`src/rtl/apb_stdout_reader.sv`:
```
// apb_stdout_reader
//   Host-side drain for the per-core stdout stream. Entries from the upstream
//   FWFT FIFO are pulled over a valid/ready handshake into a local prefetch
//   buffer. The host reads that buffer over APB, and a read of DATA pops the
//   entry it returns. Upstream overflow pulses are counted so the host can
//   see how many characters were lost.
//
// Ports
//   clk_i, rst_ni      clock; synchronous active-low reset
//   psel .. pslverr    APB slave (zero wait states, pready tied high)
//   entry_valid_i      upstream FIFO has data
//   entry_data_i       upstream head {8'b0, cluster, core, char}
//   entry_ready_o      pops the upstream head
//   overflow_i         one-cycle pulse per write rejected upstream
//
// Register map (paddr[11:2] decoded, 0x010..0xFFF -> pslverr)
//   0x00 DATA      RO  {valid, 7'b0, cluster, core, char}, pops on read
//   0x04 STATUS    RO  [15:0] count, [16] empty, [17] full, [18] ovf_sticky
//   0x08 CTRL      WO  [0] clear ovf_sticky, [1] flush buffer
//   0x0C DROP_CNT  RW  read drop count, any write clears it
module apb_stdout_reader #(
  parameter int unsigned ADDR_WIDTH = 32,
  parameter int unsigned DATA_WIDTH = 32,
  parameter int unsigned DEPTH      = 16
) (
  input  logic                  clk_i,
  input  logic                  rst_ni,
  input  logic                  psel,
  input  logic                  penable,
  input  logic                  pwrite,
  input  logic [ADDR_WIDTH-1:0] paddr,
  input  logic [DATA_WIDTH-1:0] pwdata,
  output logic [DATA_WIDTH-1:0] prdata,
  output logic                  pready,
  output logic                  pslverr,
  input  logic                  entry_valid_i,
  input  logic [31:0]           entry_data_i,
  output logic                  entry_ready_o,
  input  logic                  overflow_i
);

  localparam int unsigned PW = $clog2(DEPTH);

  // The top byte of an entry is always zero, so only the low 24 bits are kept.
  logic [23:0]   mem [DEPTH];
  logic [PW-1:0] wr_ptr;
  logic [PW-1:0] rd_ptr;
  logic [PW:0]   count;
  logic          ovf_sticky;
  logic [15:0]   drop_cnt;

  logic          access;
  logic          in_range;
  logic [1:0]    reg_sel;
  logic          empty;
  logic          full;
  logic          push;
  logic          pop;
  logic          flush;
  logic          clr_ovf;
  logic          clr_drop;

  logic          unused_inputs;
  assign unused_inputs = ^{paddr[ADDR_WIDTH-1:12], paddr[1:0],
                           pwdata[DATA_WIDTH-1:2], entry_data_i[31:24]};

  assign access   = psel && penable;
  assign in_range = (paddr[11:4] == '0);
  assign reg_sel  = paddr[3:2];

  // count never exceeds DEPTH (a power of two), so its MSB alone means full.
  assign empty = (count == '0);
  assign full  = count[PW];

  assign pready        = 1'b1;
  assign entry_ready_o = rst_ni && !full;

  assign push     = entry_valid_i && entry_ready_o;
  assign pop      = access && in_range && !pwrite && (reg_sel == 2'd0) && !empty;
  assign flush    = access && in_range &&  pwrite && (reg_sel == 2'd2) && pwdata[1];
  assign clr_ovf  = access && in_range &&  pwrite && (reg_sel == 2'd2) && pwdata[0];
  assign clr_drop = access && in_range &&  pwrite && (reg_sel == 2'd3);

  always_comb begin
    prdata  = '0;
    pslverr = 1'b0;
    if (rst_ni && access) begin
      if (!in_range) begin
        pslverr = 1'b1;
      end else if (!pwrite) begin
        case (reg_sel)
          2'd0:    if (!empty) prdata = {1'b1, 7'b0, mem[rd_ptr]};
          2'd1:    prdata = {13'b0, ovf_sticky, full, empty, 16'(count)};
          2'd3:    prdata = {16'b0, drop_cnt};
          default: prdata = '0;
        endcase
      end
    end
  end

  // Storage is unreset; the pointers alone define which slots are live.
  always_ff @(posedge clk_i) begin
    if (push) mem[wr_ptr] <= entry_data_i[23:0];
  end

  // A flush concurrent with a push still completes the handshake, but the
  // accepted entry is dropped because the pointers are cleared.
  always_ff @(posedge clk_i) begin
    if (!rst_ni || flush) begin
      wr_ptr <= '0;
      rd_ptr <= '0;
      count  <= '0;
    end else begin
      if (push) wr_ptr <= wr_ptr + 1'b1;
      if (pop)  rd_ptr <= rd_ptr + 1'b1;
      case ({push, pop})
        2'b10:   count <= count + 1'b1;
        2'b01:   count <= count - 1'b1;
        default: count <= count;
      endcase
    end
  end

  // A new overflow wins over a same-cycle host clear.
  always_ff @(posedge clk_i) begin
    if (!rst_ni) begin
      ovf_sticky <= 1'b0;
      drop_cnt   <= '0;
    end else begin
      if (overflow_i)   ovf_sticky <= 1'b1;
      else if (clr_ovf) ovf_sticky <= 1'b0;

      if (clr_drop)                          drop_cnt <= {15'b0, overflow_i};
      else if (overflow_i && drop_cnt != '1) drop_cnt <= drop_cnt + 1'b1;
    end
  end

endmodule

```
`config.mk`:
```
export PLATFORM = sky130hd
export DESIGN_NAME = apb_stdout_reader
export DESIGN_NICKNAME = d
export VERILOG_FILES = /design/src/rtl/apb_stdout_reader.sv
export SDC_FILE = /design/constraint.sdc
export NUM_CORES = 1
export LEC_CHECK = 0
export BUFFER_PORTS_ARGS = -buffer_cell sky130_fd_sc_hd__clkbuf_2
export CELL_PAD_IN_SITES_DETAIL_PLACEMENT = 1
export CELL_PAD_IN_SITES_GLOBAL_PLACEMENT = 1
export CORE_MARGIN = 4
export CORE_UTILIZATION = 50
export CTS_BUF_LIST = sky130_fd_sc_hd__clkbuf_8
export DETAILED_ROUTE_END_ITERATION = 10
export PLACE_DENSITY = 0.76
export SYNTH_ARGS = -nofsm -noshare
export SYNTH_HDL_FRONTEND = slang
export SYNTH_SLANG_ARGS = --single-unit
```
`constraint.sdc`:
```
create_clock -name clk_i -period 7.95 [get_ports clk_i]
set_input_delay 0.795 -clock clk_i [delete_from_list [all_inputs] [get_ports clk_i]]
set_output_delay 0.795 -clock clk_i [all_outputs]
set_load 0.005 [all_outputs]
```
# Word-level counts from Yosys, hierarchy flattened

Memories as Yosys holds them, arrays and structs flattened. A register that Yosys moved wholly into a read port is not among the register bits.
Index checks and enable logic that the tools add are counted.

Flip-flop bits (word level): 30
Input port bits: 103
Memories kept: 1
Output and inout bits: 35
Word-level logic and storage cells: 61
RAM bits: 384

Memory list:

| name | words | width | rd ports | clocked after Yosys merged registers in | wr ports | line | source |
|---|---|---|---|---|---|---|---|
| mem  | 16    | 24    | 1        | 1                                       | 1        | 45   | `logic [23:0] mem [DEPTH];` |

Reductions and logical operators: 26
Bitwise logic cells: 1
Add/subtract/negate cells: 5
Equal/unequal tests: 6
Multiplexer cells: 16

Operator list:

| kind                                             | count |
|---|---|
| two-way mux 32 bit                               | 4 |
| one-hot mux 32 bit (3 select lines)              | 1 |
| adder 16 x 1 -> 16 bit, second input constant    | 1 |
| inequality test 16 bit, second input constant    | 1 |
| logical AND 1 bit                                | 14 |
| one-hot mux 5 bit (2 select lines)               | 1 |
| adder 4 x 1 -> 4 bit, second input constant      | 2 |
| logical NOT 8 bit                                | 1 |
| two-way mux 1 bit                                | 8 |
| two-way mux 4 bit                                | 2 |
| == test 2 bit, second input constant             | 3 |
| nonzero test 2 bit                               | 3 |
| adder 5 x 1 -> 5 bit, second input constant      | 1 |
| logical NOT 5 bit                                | 1 |
| subtractor 5 x 1 -> 5 bit, second input constant | 1 |
| == test 2 x 1 -> 1 bit, second input constant    | 2 |
| logical NOT 1 bit                                | 4 |
| logical NOT 2 bit                                | 1 |
| OR reduction 2 bit                               | 1 |
| logical OR 1 bit                                 | 1 |
| NOT 1 bit                                        | 1 |

# Longest topological paths before layout

Gate-level depths: netlist of the first run.

Word-level depth: 7
Mapped depth: 12
Depth with buffers taken out: 10

# Worst setup path before layout of the first run

Ideal clock, no wire load.

Path kind: input port to flip-flop
From: input port rst_ni
To: memory mem[3][0] (enable)
Arrival time: 3.208 ns
Library setup time: 0.435 ns
Stages: 5
Setup slack: 4.307 ns
Buffers on the path: 2
Data required time: 7.515 ns
Cell sequence: clkbuf_1 > and3b_1 > buf_2 > nand2_1 > nor3_1

Word-level cells in the longest chain between the ends: 4

RTL lines:

| item                                    | line | source |
|---|---|---|
| from (decl)                             | 27   | `input logic rst_ni,` |
| logical AND 1 bit                       | 76   | `assign entry_ready_o = rst_ni && !full;` |
| logical AND 1 bit                       | 78   | `assign push = entry_valid_i && entry_ready_o;` |
| two-way mux 1 bit                       | 103  | `if (push) mem[wr_ptr] <= entry_data_i[23:0];` |
| two-way mux 1 bit (not written as such) | 103  |  |
| to (decl)                               | 45   |  |

Every way passes these cells.

==> impl_metrics.ini, run 1 <==
[critical_path]
critPathMaxFanout = 54
r2r_slack_ps = 4950
critPathArrivalTime_ps = 3640
reg2reg_from = count[2]$_SDFFE_PP0P_
crit_path_end_kind = primary output
crit_chain = buf_12, mux4_2, mux2_2, a21oi_1, o22ai_1, clkbuf_2
path_delay_family = flip-flops
r2r-end = count[4]$_SDFFE_PP0P_
criticalPathCategory = reg2out
worst-r2r-cell-count = 10
cp_slowest_stage_delay_ps = 910
cp-start-kind = flop
crit_buf_inv = 2
worstPathRequired_ps = 7150
critPathSlowestCell = dfxtp_4

[layout]
area_delta_synth_final_pct = 12.2
antennaDiodeCount = 0
instances_no_fill = 1473
layout.nets = 1092
final_cell_mix = edfxtp_1 (384), mux4_2 (100), clkbuf_8 (73)
drive_above_1_share = 0.287
layout_commonest_cell = edfxtp_1

[grt]
grt_first_pass_wirelength_um = 58400
grt_max_degree = 55
grt_pass1_vias = 9416
grt_overflow = 0
antenna_found_initial = 0
grt_usage = 0.216

[route]
drtIter0Drc = 564
drc_errors = 0
vias_per_cell = 5.86
wl_per_cell_um = 26.2
ant_nets = 0
wirelength_um = 38600
vias = 8635
firstDrtPassIters = 6

[clock_network]
clk_latency_ps = 600
post_cts_resized = 0
clock-sinks = 418
cts.htree.levels = 3
cts_tree = done
cts_buffer_depth = 3
post_cts_buffers = 0
cts_root_buf = clkbuf_8
cts-buffers-inserted = 70
cts-hold-fix-buffers = 0
clk_pin_slew_ps = 60

[synth]
yosysSeqAreaShare = 0.727
synthFlopType = edfxtp_1
ys_types = 51
avgSynthCellArea_um2 = 19.0
synth_edf_count = 384
ys_seq_elements = 418
mappedNetlistArea_um2 = 16800
ys.warnings.count = 0
synth-async-reset-ratio = 0
syn_inst = 883

[sta]
setup_viol = 0
tightest_slew_ps = 1150
drv_slew = 0
finalSetupTns_ps = 0
fin_skew_ps = 24.0
max_freq_mhz = 225
rsz0062_at_grt = no
maxSlewHeadroom = 0.234
period_share = 0.558
fin_crit_ps = 4440
timing.final.ws_setup_ps = 3510
hold_violations = 0

[floorplan]
row_count = 66
initial_core_util = 0.511
die_w_um = 191
dieArea_um2 = 36600
die_h_um = 191
placeableCoreArea_um2 = 32900
ios = 138

[placed_design]
io_buffers = 69
dp_cells = 1351
hpwl_um = 21100
routabilityCongestion = 0.784
pre_cts_ws_ps = 3940

[hold_path]
hold_depth = 2
whs_endpoint = rd_ptr[1]$_SDFFE_PP0P_
hp-start = rd_ptr[1]$_SDFFE_PP0P_
hp-class = reg2reg

[power]
p_seq_frac = 0.574
power.share.switching = 0.217
switching_power_mw = 0.915
p_int_mw = 3.30
ir_drop_mv = 0.144
power_density_nw_per_um2 = 223
leakage_nw = 6.05
combPwrFrac = 0.022
p_clk_frac = 0.404

[job]
maxCapViolCount = 0

[status]
status = finished clean
-- synth_stat cells (all sizes together), types with 2 or more instances --
cell | instances | area, µm²
nor4 | 5 | 46.3
o21ai | 5 | 25.0
mux2 | 7 | 78.8
edfxtp | 384 | 11500
a211oi | 16 | 120
ha | 8 | 100
xor2 | 19 | 166
nand2b | 2 | 12.5
nor3b | 2 | 15.0
nor2b | 18 | 113
o211ai | 3 | 22.5
and4 | 2 | 17.5
mux4 | 100 | 2250
and2 | 7 | 43.8
or3 | 3 | 18.8
conb | 2 | 7.51
and3b | 2 | 17.5
a21oi | 30 | 154
nor3 | 8 | 40.0
dfxtp | 34 | 681
nand2 | 16 | 60.1
o22ai | 6 | 37.5
mux2i | 30 | 300
nor2 | 55 | 206
inv | 10 | 37.5
xnor2 | 2 | 17.5
a22o | 13 | 114
and3 | 5 | 31.3
buf | 38 | 220
nand3 | 9 | 45.0
or4 | 2 | 18.8
o2111ai | 5 | 43.8
clkbuf | 19 | 71.3
nand4 | 6 | 37.5
-- cell families after synthesis --
kind of cell,Yosys count,synth area share
AND/OR/NAND/NOR,145,0.0444
flip-flops,418,0.727
AO/OA/AOI/OAI,85,0.0356
adder cells (fa/ha/maj),8,0.00596
XOR/XNOR,21,0.0109
other,2,0.000447
multiplexers,137,0.157
buffers and inverters,67,0.0196
-- stage by stage --
stage	hold WS, ps	area [µm²]	total power, mW	util
6_report	510	18900	4.21	0.574
5_1_grt	531	18900	4.37	0.574
4_1_cts	510	18900	4.26	0.574
3_5_place_dp	498	17600	2.56	0.536
3_3_place_gp	483	17600	2.55	0.536
2_1_floorplan	467	16800	2.51	-
-- layout make-up --
type / instances / area [µm²]
fill: 2931 / 14000
sequential: 418 / 12200
multi-input combinational: 404 / 4400
clock buffer: 73 / 1000
tap: 442 / 553
timing repair buffer: 77 / 418
clock inverter: 49 / 224
inverter: 10 / 37.5
-- worst reg2reg max path, cell delays in order, from the launching register on --
cell and delay (ps):
dfxtp_1 500, nor3_1 150, a21oi_1 490, and3_1 240, ha_1 380, xor2_1 120
ha_1 230, o31a_1 250, nor3_1 150, mux2i_1 100, mux2_2 280
-- registers in the layout, indices dropped and copies added (netlist names), named ones only --
signal      cells
drop_cnt       16
wr_ptr          4
ovf_sticky      1
rd_ptr          4
mem           384
count           5
-- metal layers --
metal | GRT usage | share of wire | up-vias
li1 | - | - | 3779
met5 | 0 | 0 | -
met3 | 0.0473 | 0.063 | 52
met1 | 0.299 | 0.43 | 4517
met4 | 0.0575 | 0.018 | 0
met2 | 0.355 | 0.49 | 287
-- worst max path at each step --
stage                          end  slack (ps)  cells after the start
2_1_floorplan  mem[3][0]$_DFFE_PP_        4310                      5
3_3_place_gp             prdata[5]        3990                      7
3_5_place_dp            prdata[12]        3940                      7
4_1_cts                  prdata[3]        3420                      6
5_1_grt                 prdata[14]        3190                      7
6_report                 prdata[3]        3510                      6
-- power by group through the flow --
stage	Sequential (mW)	Combinational [mW]	Clock (mW)
finish	2.42	0.0938	1.70
global route	2.42	0.104	1.85
CTS	2.42	0.0941	1.75
detailed placement	2.46	0.0941	0
global placement	2.46	0.0879	0
floorplan	2.46	0.0431	0
Note: power is estimated with default switching activity, not from simulation.
==> run 2, diff against run 1 <==
==> constraint.sdc (replaced) <==
create_clock -name clk_i -period 4.2 [get_ports clk_i]
set_input_delay 0.42 -clock clk_i [delete_from_list [all_inputs] [get_ports clk_i]]
set_output_delay 0.42 -clock clk_i [all_outputs]
set_load 0.005 [all_outputs]
==> run 2 against run 1 <==
First-iteration DRC count up 51%. Non-clock buffer count rose by 17. Design area increased by 1.4%. Clock-buffer cell count shrank 2. Wire length increased by 2.7%. Cell count grew 1.4%. Register-to-register slack got worse by 3800 ps. Power grew 96%. Clock power grew 110%. Via count up 2.5%. Global-route usage increased by 0.55 points. Largest cell class unchanged. Utilization grew 0.80 points.
==> impl_metrics.ini, run 2 (same netlist as run 1, synthesis figures left out) <==
[clock_network]
cts.htree.levels = 3
clk_pin_slew_ps = 70
post_cts_buffers = 0
post_cts_resized = 0
clock-sinks = 418
cts_tree = done
cts-buffers-inserted = 70
cts_buffer_depth = 3
clk_latency_ps = 610
cts_root_buf = clkbuf_8
cts-hold-fix-buffers = 0

[layout]
largest_register = mem
fill_cells = 2970
seq_area_um2 = 12200
area_delta_synth_final_pct = 13.8
instances_no_fill = 1493
layout.nets = 1109
layout_commonest_cell = edfxtp_1
largest_registers = mem: 384 flops, drop_cnt: 16 flops, count: 5 flops
multiInputGateArea_um2 = 4400
antennaDiodeCount = 0
largest_reg_flops = 384
drive_above_1_share = 0.301
final_cell_mix = edfxtp_1 (384), mux4_2 (100), clkbuf_8 (71)

[power]
power_density_nw_per_um2 = 431
leakage_nw = 6.21
switching_power_mw = 1.74
total_power_mw = 8.25
ir_drop_mv = 0.236
p_seq_frac = 0.555
p_clk_frac = 0.423
p_int_mw = 6.51
power.share.switching = 0.211
combPwrFrac = 0.022

[route]
wl_per_cell_um = 26.6
drtIter0Drc = 854
vias = 8847
vias_per_cell = 5.93
drc_errors = 0
firstDrtPassIters = 5
wirelength_um = 39700
ant_nets = 0

[floorplan]
ios = 138
placeableCoreArea_um2 = 32900
die_h_um = 191
row_count = 66
initial_core_util = 0.511
die_w_um = 191
dieArea_um2 = 36600

[grt]
grt_max_degree = 57
grt_usage = 0.222
grt_pass1_vias = 9431
grt_first_pass_wirelength_um = 59300
antenna_found_initial = 1
grt_overflow = 0

[critical_path]
crit_path_end_kind = primary output
critPathArrivalTime_ps = 3300
cp-start-kind = flop
critPathMaxFanout = 31
cp_slowest_stage_delay_ps = 690
criticalPathCategory = reg2out
critPathSlowestCell = dfxtp_4
crit_chain = buf_12, mux4_2, nor2b_1, a211oi_1, a21oi_1, a22o_1, clkbuf_2
worstPathRequired_ps = 3780

[sta]
maxSlewHeadroom = 0.234
hold_violations = 0
drv_slew = 0
fin_skew_ps = 40.4
tightest_slew_ps = 1150
setup_viol = 0
fin_crit_ps = 3720
max_freq_mhz = 269
period_share = 0.886
rsz0062_at_grt = no
finalSetupTns_ps = 0

[status]
status = finished clean

[hold_path]
hp-class = in2reg

[placed_design]
hpwl_um = 22900
io_buffers = 69
routabilityCongestion = 0.824
dp_cells = 1368

[job]
maxCapViolCount = 0
==> run 2: cell type report <==
class                   instances  area share
flip-flops and latches        418       0.639
repair buffers                 94      0.0298
multi-input cells             404       0.230
clock inverters                54      0.0189
inverters                      10     0.00196
well taps                     442      0.0289
clock buffers                  71      0.0511
==> run 2: critical path, delay by kind of cell, from the launching register on <==
family	cells	cell delay [ps]
compound gates	3	840
flops	1	690
mux	1	530
buf+inv	2	440
simple gates	1	140
==> run 2: worst paths after layout <==
path | cells after the start | startpoint | slack, ps | end
worst max-delay path | 7 | flop | 480 | prdata[14]
worst min-delay path | 2 | rst_ni | 160 | drop_cnt[0]$_SDFFE_PN0P_
worst max register to register | 10 | count[2]$_SDFFE_PP0P_ | 1200 | count[2]$_SDFFE_PP0P_
worst min register to register | 2 | rd_ptr[3]$_SDFFE_PP0P_ | 520 | rd_ptr[3]$_SDFFE_PP0P_
==> run 2: routing by layer <==
layer  routed length, µm  share of wire  track usage  vias up
met3                2540          0.064       0.0519       76
met5                  11        0.00028            0        -
met1               16700           0.42        0.302     4647
met4                 870          0.022       0.0622        2
met2               19600           0.49        0.364      312
li1                    -              -            -     3810
==> run 2: stage by stage <==
step | cell area [µm²] | hold slack, ps | setup WS, ps | utilization
CTS | 19100 | 119 | 425 | 0.582
detailed placement | 17800 | 491 | 1040 | 0.541
floorplan | 16800 | 467 | 932 | -
global placement | 17800 | 480 | 1120 | 0.541
global route | 19100 | 144 | 261 | 0.582
finish | 19100 | 163 | 480 | 0.582
==> run 2: power groups by stage <==
stage                     registers, mW  clock network (mW)  logic, mW
final                              4.58                3.49      0.178
after CTS                          4.58                3.57      0.178
after floorplan                    4.66                   0     0.0816
after global placement             4.66                   0      0.168
after detailed placement           4.66                   0      0.178
after global routing               4.58                3.80      0.197
==> run 3, diff against run 2 <==
==> constraint.sdc (replaced) <==
create_clock -name clk_i -period 3.7 [get_ports clk_i]
set_input_delay 0.37 -clock clk_i [delete_from_list [all_inputs] [get_ports clk_i]]
set_output_delay 0.37 -clock clk_i [all_outputs]
set_load 0.005 [all_outputs]
==> run 3 against run 2 <==
Utilization hardly changed. Register-to-register slack worse by 360 ps. Sequential power is 14% higher. Via count fell by 1.1%. Sequential share of layout area about the same. Largest power group unchanged. Highest routed layer unchanged.
==> impl_metrics.ini, run 3 (same netlist as run 1, synthesis figures left out) <==
[floorplan]
die_h_um = 191
placeableCoreArea_um2 = 32900
dieArea_um2 = 36600
initial_core_util = 0.511
row_count = 66
ios = 138
die_w_um = 191

[sta]
period_share = 0.920
timing.final.ws_setup_ps = 296
fin_crit_ps = 3400
hold_violations = 0
maxSlewHeadroom = 0.451
max_freq_mhz = 294
setup_viol = 0
tightest_slew_ps = 824
finalSetupTns_ps = 0
drv_slew = 0
rsz0062_at_grt = no
fin_skew_ps = 25.3

[critical_path]
critPathArrivalTime_ps = 3030
critPathMaxFanout = 36
crit_path_end_kind = primary output
cp-start-kind = flop
worstPathRequired_ps = 3330
criticalPathCategory = reg2out

[placed_design]
hpwl_um = 21700
pre_cts_ws_ps = 630
routabilityCongestion = 0.782
io_buffers = 69

[route]
wirelength_um = 38500
vias = 8750
ant_nets = 0
drc_errors = 0
vias_per_cell = 5.85
dr_wl_met2_um = 18800
firstDrtPassIters = 5
topRoutingLayerUsed = met5
wl_per_cell_um = 25.8
wl_met3_um = 2270
met1Wirelength_um = 16700
drtIter0Drc = 725

[clock_network]
clock-sinks = 418
clk_pin_slew_ps = 60
cts_root_buf = clkbuf_8
post_cts_buffers = 0
cts.htree.levels = 3
cts_buffer_depth = 3
cts-buffers-inserted = 70
post_cts_resized = 0
cts_tree = done
cts-hold-fix-buffers = 0
clk_latency_ps = 600

[grt]
grt_pass1_vias = 9429
grt_first_pass_wirelength_um = 58600
grt_max_degree = 40
antenna_found_initial = 2
grt_overflow = 0
grt_usage = 0.218

[status]
status = finished clean

[power]
leakage_nw = 6.19
power_density_nw_per_um2 = 481
ir_drop_mv = 0.367

[layout]
antennaDiodeCount = 0
largest_registers = mem: 384 flops, drop_cnt: 16 flops, count: 5 flops
largest_register = mem
largest_reg_flops = 384
fill_cells = 2993
area_delta_synth_final_pct = 13.7
drive_above_1_share = 0.305
layout_commonest_cell = edfxtp_1
final_cell_mix = edfxtp_1 (384), mux4_2 (100), clkbuf_8 (73)
layout.nets = 1115

[hold_path]
hp-class = in2reg

[job]
maxCapViolCount = 0
-- run 3: report_power, final --
group          internal, mW  switching, mW
registers              5.18         0.0133
logic                0.0633          0.138
clock network          1.98           1.81
-- run 3: worst max-delay path, cell delays in order, from the launching register on --
cell and delay [ps]:
dfxtp_4 570, buf_12 340, mux4_2 540, nor2b_1 140
a211oi_1 250, a21oi_1 170, a22o_1 280, clkbuf_2 110
-- run 3: layout make-up --
class                      instances  area [µm²]  area share
clock inverter                    48         275      0.0144
tap                              442         553      0.0289
inverter                          10        37.5     0.00196
sequential                       418       12200       0.640
timing repair buffer             100         616      0.0322
multi-input combinational        404        4400       0.230
clock buffer                      73        1000      0.0526
-- run 3: through the flow --
stage | utilization | hold WS (ps) | cells | power, mW | cell area (µm²)
floorplan | - | 467 | 889 | 5.39 | 16800
global placement | 0.542 | 483 | 1374 | 5.48 | 17800
detailed placement | 0.542 | 507 | 1374 | 5.50 | 17800
CTS | 0.581 | 82.2 | 1495 | 9.29 | 19100
global route | 0.581 | 107 | 1495 | 9.56 | 19100
finish | 0.581 | 124 | 1495 | 9.18 | 19100
-- run 3: worst paths after layout --
kind / startpoint / depth (start not counted) / slack (ps) / endpoint
max: flop / 7 / 300 / prdata[11]
min: rst_ni / 2 / 120 / drop_cnt[0]$_SDFFE_PN0P_
max reg2reg: count[0]$_SDFFE_PP0P_ / 11 / 840 / count[4]$_SDFFE_PP0P_
min reg2reg: rd_ptr[1]$_SDFFE_PP0P_ / 2 / 500 / flop
-- run 3: metal layers --
layer,track usage,vias up
met4,0.0641,4
li1,-,3815
met3,0.0431,68
met1,0.309,4570
met5,0,-
met2,0.349,293
